<file path="src/rtl/fir_xifu_ex.sv">
// FIR XIFU execute stage: issues XIF load/store requests with post-increment
// base writeback, runs the 2x int16 dot-product accumulate, and holds the
// EX/WB record consumed by the writeback stage.
module fir_xifu_ex #(
  parameter int unsigned X_ID_WIDTH = 4,
  parameter int unsigned NB_XREGS   = 32
) (
  input  logic                        clk_i,
  input  logic                        rst_ni,
  input  logic                        clear_i,
  input  logic [1:0]                  id_instr_i,
  input  logic [31:0]                 id_base_i,
  input  logic [31:0]                 id_offset_i,
  input  logic [$clog2(NB_XREGS)-1:0] id_rs1_i,
  input  logic [$clog2(NB_XREGS)-1:0] id_rs2_i,
  input  logic [$clog2(NB_XREGS)-1:0] id_rd_i,
  input  logic [X_ID_WIDTH-1:0]       id_id_i,
  output logic                        ready_o,
  output logic [$clog2(NB_XREGS)-1:0] rf_raddr_a_o,
  output logic [$clog2(NB_XREGS)-1:0] rf_raddr_b_o,
  output logic [$clog2(NB_XREGS)-1:0] rf_raddr_c_o,
  input  logic [31:0]                 rf_rdata_a_i,
  input  logic [31:0]                 rf_rdata_b_i,
  input  logic [31:0]                 rf_rdata_c_i,
  output logic                        mem_valid_o,
  input  logic                        mem_ready_i,
  output logic [31:0]                 mem_addr_o,
  output logic                        mem_we_o,
  output logic [3:0]                  mem_be_o,
  output logic [31:0]                 mem_wdata_o,
  output logic [X_ID_WIDTH-1:0]       mem_id_o,
  input  logic                        wb_ld_pending_i,
  input  logic [$clog2(NB_XREGS)-1:0] wb_ld_rd_i,
  input  logic                        wb_ready_i,
  output logic                        ex2wb_valid_o,
  output logic [1:0]                  ex2wb_instr_o,
  output logic [X_ID_WIDTH-1:0]       ex2wb_id_o,
  output logic [$clog2(NB_XREGS)-1:0] ex2wb_rd_o,
  output logic                        ex2wb_xrf_we_o,
  output logic [31:0]                 ex2wb_xrf_wdata_o,
  output logic                        ex2wb_core_we_o,
  output logic [$clog2(NB_XREGS)-1:0] ex2wb_core_rd_o,
  output logic [31:0]                 ex2wb_core_wdata_o
);

  localparam int unsigned RW = $clog2(NB_XREGS);

  typedef enum logic [1:0] {
    I_NONE = 2'd0,
    I_LW   = 2'd1,
    I_SW   = 2'd2,
    I_DOTP = 2'd3
  } instr_e;

  typedef enum logic [1:0] {
    S_IDLE,
    S_MEM,
    S_MUL,
    S_WB_WAIT
  } state_e;

  typedef struct packed {
    logic                  valid;
    logic [1:0]            instr;
    logic [X_ID_WIDTH-1:0] id;
    logic [RW-1:0]         rd;
    logic                  xrf_we;
    logic [31:0]           xrf_wdata;
    logic                  core_we;
    logic [RW-1:0]         core_rd;
    logic [31:0]           core_wdata;
  } ex2wb_t;

  state_e                r_state;
  ex2wb_t                r_rec;
  logic                  r_kill;
  logic [31:0]           r_p0;
  logic [31:0]           r_p1;
  logic [31:0]           r_acc;
  logic [31:0]           r_res;
  logic [31:0]           r_req_addr;
  logic                  r_req_we;
  logic [31:0]           r_req_wdata;
  logic [X_ID_WIDTH-1:0] r_req_id;

  logic                  w_is_lw;
  logic                  w_is_sw;
  logic                  w_is_dotp;
  logic                  w_is_mem;
  logic                  w_hazard;
  logic [31:0]           w_op_a;
  logic [31:0]           w_op_b;
  logic [31:0]           w_op_c;
  logic [31:0]           w_sw_wdata;
  logic [31:0]           w_a_lo;
  logic [31:0]           w_a_hi;
  logic [31:0]           w_b_lo;
  logic [31:0]           w_b_hi;
  logic [31:0]           w_p0;
  logic [31:0]           w_p1;
  logic [31:0]           w_res;
  logic                  w_req_valid;
  logic [31:0]           w_req_addr;
  logic                  w_req_we;
  logic [31:0]           w_req_wdata;
  logic [X_ID_WIDTH-1:0] w_req_id;
  ex2wb_t                w_rec;
  state_e                w_state_d;
  logic                  w_emit;
  logic                  w_ready;
  logic                  w_clr;
  logic                  w_load_mul;
  logic                  w_load_req;
  logic                  w_store_res;
  logic                  w_kill_d;

  assign w_is_lw   = (id_instr_i == I_LW);
  assign w_is_sw   = (id_instr_i == I_SW);
  assign w_is_dotp = (id_instr_i == I_DOTP);
  assign w_is_mem  = w_is_lw | w_is_sw;

  assign rf_raddr_a_o = id_rs1_i;
  assign rf_raddr_b_o = id_rs2_i;
  assign rf_raddr_c_o = id_rd_i;

  // Operands, bypassed from the EX/WB record when it targets the same XIFU register
  assign w_op_a = (r_rec.valid && r_rec.xrf_we && r_rec.rd == id_rs1_i) ? r_rec.xrf_wdata : rf_rdata_a_i;
  assign w_op_b = (r_rec.valid && r_rec.xrf_we && r_rec.rd == id_rs2_i) ? r_rec.xrf_wdata : rf_rdata_b_i;
  assign w_op_c = (r_rec.valid && r_rec.xrf_we && r_rec.rd == id_rd_i)  ? r_rec.xrf_wdata : rf_rdata_c_i;

  assign w_hazard = wb_ld_pending_i &&
                    ((w_is_dotp && (wb_ld_rd_i == id_rs1_i || wb_ld_rd_i == id_rs2_i ||
                                    wb_ld_rd_i == id_rd_i)) ||
                     (w_is_sw && wb_ld_rd_i == id_rs2_i));

  assign w_sw_wdata = $signed(w_op_b) >>> id_rd_i;

  // Sign-extended halves: the low 32 bits of the product are then the signed product
  assign w_a_lo = {{16{w_op_a[15]}}, w_op_a[15:0]};
  assign w_a_hi = {{16{w_op_a[31]}}, w_op_a[31:16]};
  assign w_b_lo = {{16{w_op_b[15]}}, w_op_b[15:0]};
  assign w_b_hi = {{16{w_op_b[31]}}, w_op_b[31:16]};
  assign w_p0   = w_a_lo * w_b_lo;
  assign w_p1   = w_a_hi * w_b_hi;
  assign w_res  = r_acc + r_p0 + r_p1;

  // Memory request: live from ID in IDLE, frozen copy while waiting in MEM
  always_comb begin
    w_req_valid = 1'b0;
    w_req_addr  = id_base_i;
    w_req_we    = w_is_sw;
    w_req_wdata = w_is_sw ? w_sw_wdata : '0;
    w_req_id    = id_id_i;
    if (r_state == S_MEM) begin
      w_req_valid = 1'b1;
      w_req_addr  = r_req_addr;
      w_req_we    = r_req_we;
      w_req_wdata = r_req_wdata;
      w_req_id    = r_req_id;
    end else if (r_state == S_IDLE && w_is_mem && !w_hazard && !clear_i) begin
      w_req_valid = 1'b1;
    end
  end

  assign mem_valid_o = w_req_valid & rst_ni;
  assign mem_addr_o  = w_req_addr;
  assign mem_we_o    = w_req_we;
  assign mem_be_o    = 4'hF;
  assign mem_wdata_o = w_req_wdata;
  assign mem_id_o    = w_req_id;

  // Record emitted for the instruction currently held in ID
  always_comb begin
    w_rec            = '0;
    w_rec.valid      = 1'b1;
    w_rec.instr      = id_instr_i;
    w_rec.id         = id_id_i;
    w_rec.rd         = id_rd_i;
    w_rec.xrf_we     = w_is_dotp;
    w_rec.xrf_wdata  = w_is_dotp ? ((r_state == S_WB_WAIT) ? r_res : w_res) : '0;
    w_rec.core_we    = w_is_mem;
    w_rec.core_rd    = w_is_mem ? id_rs1_i : '0;
    w_rec.core_wdata = w_is_mem ? (id_base_i + id_offset_i) : '0;
  end

  // Next-state and control decode
  always_comb begin
    w_state_d   = r_state;
    w_emit      = 1'b0;
    w_ready     = 1'b0;
    w_clr       = 1'b0;
    w_load_mul  = 1'b0;
    w_load_req  = 1'b0;
    w_store_res = 1'b0;
    w_kill_d    = r_kill;
    case (r_state)
      S_IDLE: begin
        if (clear_i) begin
          w_clr   = 1'b1;
          w_ready = 1'b1;
        end else if (id_instr_i == I_NONE) begin
          w_ready = 1'b1;
        end else if (w_hazard) begin
          w_ready = 1'b0;
        end else if (w_is_mem) begin
          if (mem_ready_i && wb_ready_i) begin
            w_emit  = 1'b1;
            w_ready = 1'b1;
          end else if (mem_ready_i) begin
            // handshake already taken; only WB is busy, so do not re-issue
            w_state_d = S_WB_WAIT;
          end else begin
            w_load_req = 1'b1;
            w_state_d  = S_MEM;
          end
        end else begin
          w_load_mul = 1'b1;
          w_state_d  = S_MUL;
        end
      end
      S_MEM: begin
        if (clear_i) w_kill_d = 1'b1;
        if (mem_ready_i) begin
          if (clear_i || r_kill) begin
            w_ready   = 1'b1;
            w_kill_d  = 1'b0;
            w_state_d = S_IDLE;
          end else if (wb_ready_i) begin
            w_emit    = 1'b1;
            w_ready   = 1'b1;
            w_state_d = S_IDLE;
          end else begin
            w_state_d = S_WB_WAIT;
          end
        end
      end
      S_MUL: begin
        if (clear_i) begin
          w_clr     = 1'b1;
          w_ready   = 1'b1;
          w_state_d = S_IDLE;
        end else if (wb_ready_i) begin
          w_emit    = 1'b1;
          w_ready   = 1'b1;
          w_state_d = S_IDLE;
        end else begin
          w_store_res = 1'b1;
          w_state_d   = S_WB_WAIT;
        end
      end
      default: begin
        if (clear_i) begin
          w_clr     = 1'b1;
          w_ready   = 1'b1;
          w_state_d = S_IDLE;
        end else if (wb_ready_i) begin
          w_emit    = 1'b1;
          w_ready   = 1'b1;
          w_state_d = S_IDLE;
        end
      end
    endcase
  end

  assign ready_o = w_ready;

  // FSM state, kill flag and datapath registers
  always_ff @(posedge clk_i or negedge rst_ni) begin
    if (!rst_ni) begin
      r_state     <= S_IDLE;
      r_kill      <= 1'b0;
      r_p0        <= '0;
      r_p1        <= '0;
      r_acc       <= '0;
      r_res       <= '0;
      r_req_addr  <= '0;
      r_req_we    <= 1'b0;
      r_req_wdata <= '0;
      r_req_id    <= '0;
    end else begin
      r_state <= w_state_d;
      r_kill  <= w_kill_d;
      if (w_clr) begin
        r_p0  <= '0;
        r_p1  <= '0;
        r_acc <= '0;
      end else if (w_load_mul) begin
        r_p0  <= w_p0;
        r_p1  <= w_p1;
        r_acc <= w_op_c;
      end
      if (w_store_res) r_res <= w_res;
      if (w_load_req) begin
        r_req_addr  <= w_req_addr;
        r_req_we    <= w_req_we;
        r_req_wdata <= w_req_wdata;
        r_req_id    <= w_req_id;
      end
    end
  end

  // EX/WB record: cleared on flush, otherwise advances only when WB accepts
  always_ff @(posedge clk_i or negedge rst_ni) begin
    if (!rst_ni) begin
      r_rec <= '0;
    end else if (w_clr) begin
      r_rec <= '0;
    end else if (wb_ready_i) begin
      r_rec <= w_emit ? w_rec : '0;
    end
  end

  assign ex2wb_valid_o      = r_rec.valid;
  assign ex2wb_instr_o      = r_rec.instr;
  assign ex2wb_id_o         = r_rec.id;
  assign ex2wb_rd_o         = r_rec.rd;
  assign ex2wb_xrf_we_o     = r_rec.xrf_we;
  assign ex2wb_xrf_wdata_o  = r_rec.xrf_wdata;
  assign ex2wb_core_we_o    = r_rec.core_we;
  assign ex2wb_core_rd_o    = r_rec.core_rd;
  assign ex2wb_core_wdata_o = r_rec.core_wdata;

endmodule
</file>
<file path="config.mk">
export PLATFORM = sky130hd
export DESIGN_NAME = fir_xifu_ex
export DESIGN_NICKNAME = d
export VERILOG_FILES = /design/src/rtl/fir_xifu_ex.sv
export SDC_FILE = /design/constraint.sdc
export NUM_CORES = 2
export LEC_CHECK = 0
export ABC_AREA = 1
export BUFFER_PORTS_ARGS = -buffer_cell sky130_fd_sc_hd__buf_4
export CAP_MARGIN = 30
export CORE_MARGIN = 4
export CORE_UTILIZATION = 35
export DETAILED_ROUTE_END_ITERATION = 8
export SLEW_MARGIN = 20
export SYNTH_ARGS = -nofsm -noshare
export SYNTH_HDL_FRONTEND = slang
export SYNTH_SLANG_ARGS = --single-unit
export TNS_END_PERCENT = 10
</file>
<file path="constraint.sdc">
create_clock -name clk_i -period 17.44 [get_ports clk_i]
set_clock_uncertainty 0.15 [all_clocks]
set_input_delay 0.872 -clock clk_i [delete_from_list [all_inputs] [get_ports clk_i]]
set_output_delay 0.872 -clock clk_i [all_outputs]
set_load 0.02 [all_outputs]
</file>
# After elaboration in Yosys (flattened, before gate mapping)
# Cells that the tools add are included.
totals:
  input_bits: 192
  word_cells: 139
  register_bits: 283
  out_inout_bits: 173
classes:
  n_bitwise: 2
  n_eq_ne: 17
  n_addsub: 3
  n_reduce_logical: 23
  shifts: 1
  n_mul: 2
  mux: 72
ops:
  columns: ["operator", "n"]
  rows:
  - ["$mux W32", 15]
  - ["$mux W83", 3]
  - ["$add A32 B32 Y32", 3]
  - ["$mul A16 B16 Y32", 2]
  - ["$mux W1", 37]
  - ["$sshr A32 B5 Y32", 1]
  - ["$eq A5 B5 Y1", 6]
  - ["$mux W2", 12]
  - ["$logic_and A1 B1 Y1", 11]
  - ["$eq A2 B2 Y1 const B", 4]
  - ["$ne A2 B2 Y1 const B", 4]
  - ["$pmux W2 S3", 1]
  - ["$reduce_and A6 Y1", 1]
  - ["$mux W5", 1]
  - ["$reduce_bool A5 Y1", 1]
  - ["$eq A2 B1 Y1 const B", 2]
  - ["$logic_not A2 Y1", 2]
  - ["$logic_or A1 B1 Y1", 4]
  - ["$mux W4", 1]
  - ["$pmux W1 S2", 2]
  - ["$reduce_bool A2 Y1", 2]
  - ["$ne A3 B3 Y1 const B", 1]
  - ["$logic_not A1 Y1", 2]
  - ["$and A1 B1 Y1", 1]
  - ["$or A1 B1 Y1", 1]

# Logic depth before layout (Yosys ltp)
depth:
  word_depth: 13
  mapped_depth: 37
  depth_no_buf: 35

# Worst setup path after synthesis
# Ideal clock, no wire load.
synth_timing:
  path_kind: "input to register"
  start: "input port id_rs1_i[1]"
  end: "register r_p0[29]"
  cell_stages: 26
  arrival_ns: 7.239
  setup_slack_ns: 9.928
  n_path_buf: 1
  t_required_ns: 17.167
  path_cell_list: "inv_1 o22ai_1 a221oi_1 nand3_1 o21ai_0 inv_1 clkbuf_1 nor2_1 fa_1 fa_1 fa_1 fa_1 fa_1 inv_1 fa_1 inv_1 ha_1 nand2_1 nor4_1 nand3_1 nand3_1 a21o_1 a21o_1 a21oi_1 o21ai_0 nand2_1"
synth_via:
  elab_chain_cells: 11
synth_lines:
  columns: ["element", "line", "rtl"]
  rows:
  - ["from (decl)", "14", "input logic [$clog2(NB_XREGS)-1:0] id_rs1_i,"]
  - ["branches (longest 11 deep; another with $mul A16 B16 Y32)", null, null]
  - ["to (signal assigned)", "288", "r_p0 <= w_p0;"]
  - ["to (decl)", "77", "logic [31:0] r_p0;"]
# Several ways; the timed one is not identified. The select of a mux whose other input is x is not followed.
# A chain may end at the register's enable or synchronous reset.

# Final worst setup path
layout_timing:
  start: "register r_rec, in the netlist ex2wb_rd_o[3]"
  end: "register r_p0[29]"
layout_via:
  elab_chain_cells: 6
layout_lines:
  columns: ["element", "line", "rtl"]
  rows:
  - ["from (decl)", "75", "ex2wb_t r_rec;"]
  - ["from (signal assigned)", "309", "r_rec <= w_emit ? w_rec : '0;"]
  - ["$eq A5 B5 Y1 (on tied branches)", "127, 128", null]
  - ["$logic_and A1 B1 Y1 (on tied branches)", "127, 128", null]
  - ["$mux W32 (on tied branches)", "127, 128", null]
  - ["$mul A16 B16 Y32 (*)", "143", "assign w_p0 = w_a_lo * w_b_lo;"]
  - ["$mux W32 (*)", "287", "end else if (w_load_mul) begin"]
  - ["$mux W32 (*)", "283", "if (w_clr) begin"]
# Mark *: on every way between the ends. The rest lies on a longest branch, timed or not. The select of a mux whose other input is x is not followed.

==> reports/metrics.cfg <==
[synthesis]
synth-compound-area-share_pct = 9.89
syn_inst = 5054
yosys-top-cells-count = 1,299 x nand2_1, 838 x inv_1, 557 x fa_1
synth-edff-count = 0
synthesis.area_um2 = 38700
synth_xor_xnor_area_share_pct = 2.22
synth.area.top_cells = fa_1 29%, dfrtp_1 18%, nand2_1 13%
yosys_warnings = 0
syn_area_per_cell_um2 = 7.66
yosys.area.top_type_share_pct = 28.8
synth_cell_types = 53
synthMuxAreaShare_pct = 0
yosys.area_share.simple_pct = 22.7
synth_top_family_by_area = adder cells
seq_area_frac_synth_pct = 18.3
ys_async_sr_fraction_pct = 100
synth_largest_area_cell = fa_1
yosysMostFrequentCell = nand2_1
synth_fa_ha_area_share_pct = 36.2
ys.flop_type = dfrtp_1
synth-seq-cells = 283

[floorplan]
start_util_pct = 35.4
die_area_um2 = 116000
die_w_um = 340
io_pins = 365
row_count = 121
die_h_um = 340
core_um2 = 109000

[timing]
fin_crit_ns = 9.03
rsz0062_at_grt = false
worst_pin_slew_ns = 1.04
min_period_over_period_pct = 51.8
tns_ns = 0
finalHoldViolations = 0
final-setup-viol-count = 0
setup_ws_ns = 8.41
relSlewSlack_pct = 30.7
fmax_mhz = 111
report.final.slew_viol_count = 0

[setup_path]
crit_fanout = 33
crit_buf_inv = 5
worst-setup-path-type = register to register
worst_path_most_repeated_cell = fa_1
crit_family = adder cells
cpPeakStageDelay_ns = 0.92
critPathSlowestCell = fa_1
crit_required_ns = 17.75
arrival_ns = 9.34
start_kind = register
cp-end-kind = register

[clock_tree]
cts_htree_levels = 2
cts_max_path_buffers = 3
cts_sinks = 283
cts_resized = 0
post_cts_buffers = 0
tritoncts = done
cts_root_buf = clkbuf_16
cts-buffers-inserted = 38
clk_pin_slew_ns = 0.06
cts_hold_buf = 0
clock_latency_ns = 0.59

[placed_design]
place_area_um2 = 42800
dp_slack_ns = 8.14
post-dp-hpwl_um = 123000
io_buffers = 360
gp_congestion = 1.00

[route]
drt_first_pass_iters = 6
drc = 0
ant_nets = 0
drt_iter0_drc = 3218
viasPerCell = 5.21
vias = 35500
post_drt_wl_per_cell_um = 21.8
wirelength_um = 149000

[worst_hold_path]
hold_path.class = input port to asynchronous set/reset pin

[grt]
grt-ovfl-total = 0
grt_use_total_pct = 25.4
grt_antenna_before_repair = 12
grt_pass1_wl_um = 225000
grt_start_max_net_pins = 169
grt_pass1_vias = 35800

[layout]
layout-drive-gt1-share_pct = 10.3
nNetsFinal = 6285
stdcell_area_um2 = 44100
area_growth_pct = 14.0

[power]
p_leak_nw = 23.1
irDropWorstVdd_mv = 0.245
powerDensity_nw_per_um2 = 215

[status]
status = completed

[run]
maxCapViolations = 0

-- area by class of cell --
class                      instances  area (µm²)
fill                           11400       65200
multi-input combinational       3714       27500
sequential                       283        7080
inverter                         873        3280
timing repair buffer             398        3100
tap                             1476        1850
clock buffer                      59        1140
clock inverter                     8         114
antenna                            5        12.5
-- path summary, 6_finish.rpt --
kind / start / to / slack, ns / depth (start not counted)
setup / recovery: ex2wb_rd_o[3] / r_p0[29] / 8.41 / 26
hold / removal: rst_ni / r_p1[0] / 0.06 / 1
setup reg to reg: ex2wb_rd_o[3] / r_p0[29] / 8.41 / 26
hold reg to reg: r_req_wdata[0] / r_req_wdata[0] / 0.33 / 2
max in group asynchronous: rst_ni / ex2wb_xrf_wdata_o[10] / 15.65 / 2
min in group clk_i: r_req_wdata[0] / r_req_wdata[0] / 0.33 / 2
-- sequential cells by signal, indices dropped and copies added, names as in the netlist, 32 cells and up --
| register | cells |
|---|---|
| ex2wb_core_wdata_o | 32 |
| r_p1 | 32 |
| r_res | 32 |
| r_req_wdata | 32 |
| r_req_addr | 32 |
| r_p0 | 32 |
| r_acc | 32 |
| ex2wb_xrf_wdata_o | 32 |
-- logic make-up after synthesis --
family,after synthesis
AND/OR/NAND/NOR,2157
XOR/XNOR,98
other,1
AO/OA/AOI/OAI,670
flip-flops,283
buffers and inverters,1060
adder cells (fa/ha/maj),785
-- metrics by stage --
| step | util (%) | hold WS, ns | instances | power, mW |
|---|---|---|---|---|
| 6_report | 40.3 | 0.0584 | 6816 | 9.46 |
| 5_1_grt | 40.3 | 0.102 | 6814 | 10.6 |
| 4_1_cts | 40.3 | 0.0883 | 6809 | 9.46 |
| 3_5_place_dp | 39.1 | 0.315 | 6742 | 8.60 |
| 3_3_place_gp | 39.0 | 0.311 | 6736 | 8.58 |
| 2_1_floorplan | - | 0.296 | 5057 | 6.41 |
-- layer usage --
layer  routed length, µm  GRT usage, %  up-vias
li1                    -             -    16200
met1               63500          34.8    17500
met2               65700          39.5     1587
met3               13500          6.11      258
met4                6070          8.77        4
met5                  29             0        -
-- where the power goes --
part	leakage (nW)	internal, mW	switching, mW	total [mW]
registers	3.80	0.835	0.121	0.956
clock network	0.604	0.456	0.345	0.801
logic	18.7	2.78	4.93	7.70
-- layout by cell type (no fill, tap or decap), types with 46 or more instances in the layout --
master / synthesis / final
nor2_1: 428 / 427
o21ai_0: 342 / 335
xor2_1: 50 / 50
fa_1: 557 / 557
nand2_1: 1299 / 1299
dfrtp_1: 283 / 283
buf_4: 23 / 388
nand3_1: 313 / 312
a21oi_1: 177 / 177
nand4_1: 46 / 46
xnor2_1: 48 / 48
ha_1: 228 / 228
inv_1: 838 / 837
Note: power is estimated with default switching activity, not from simulation.
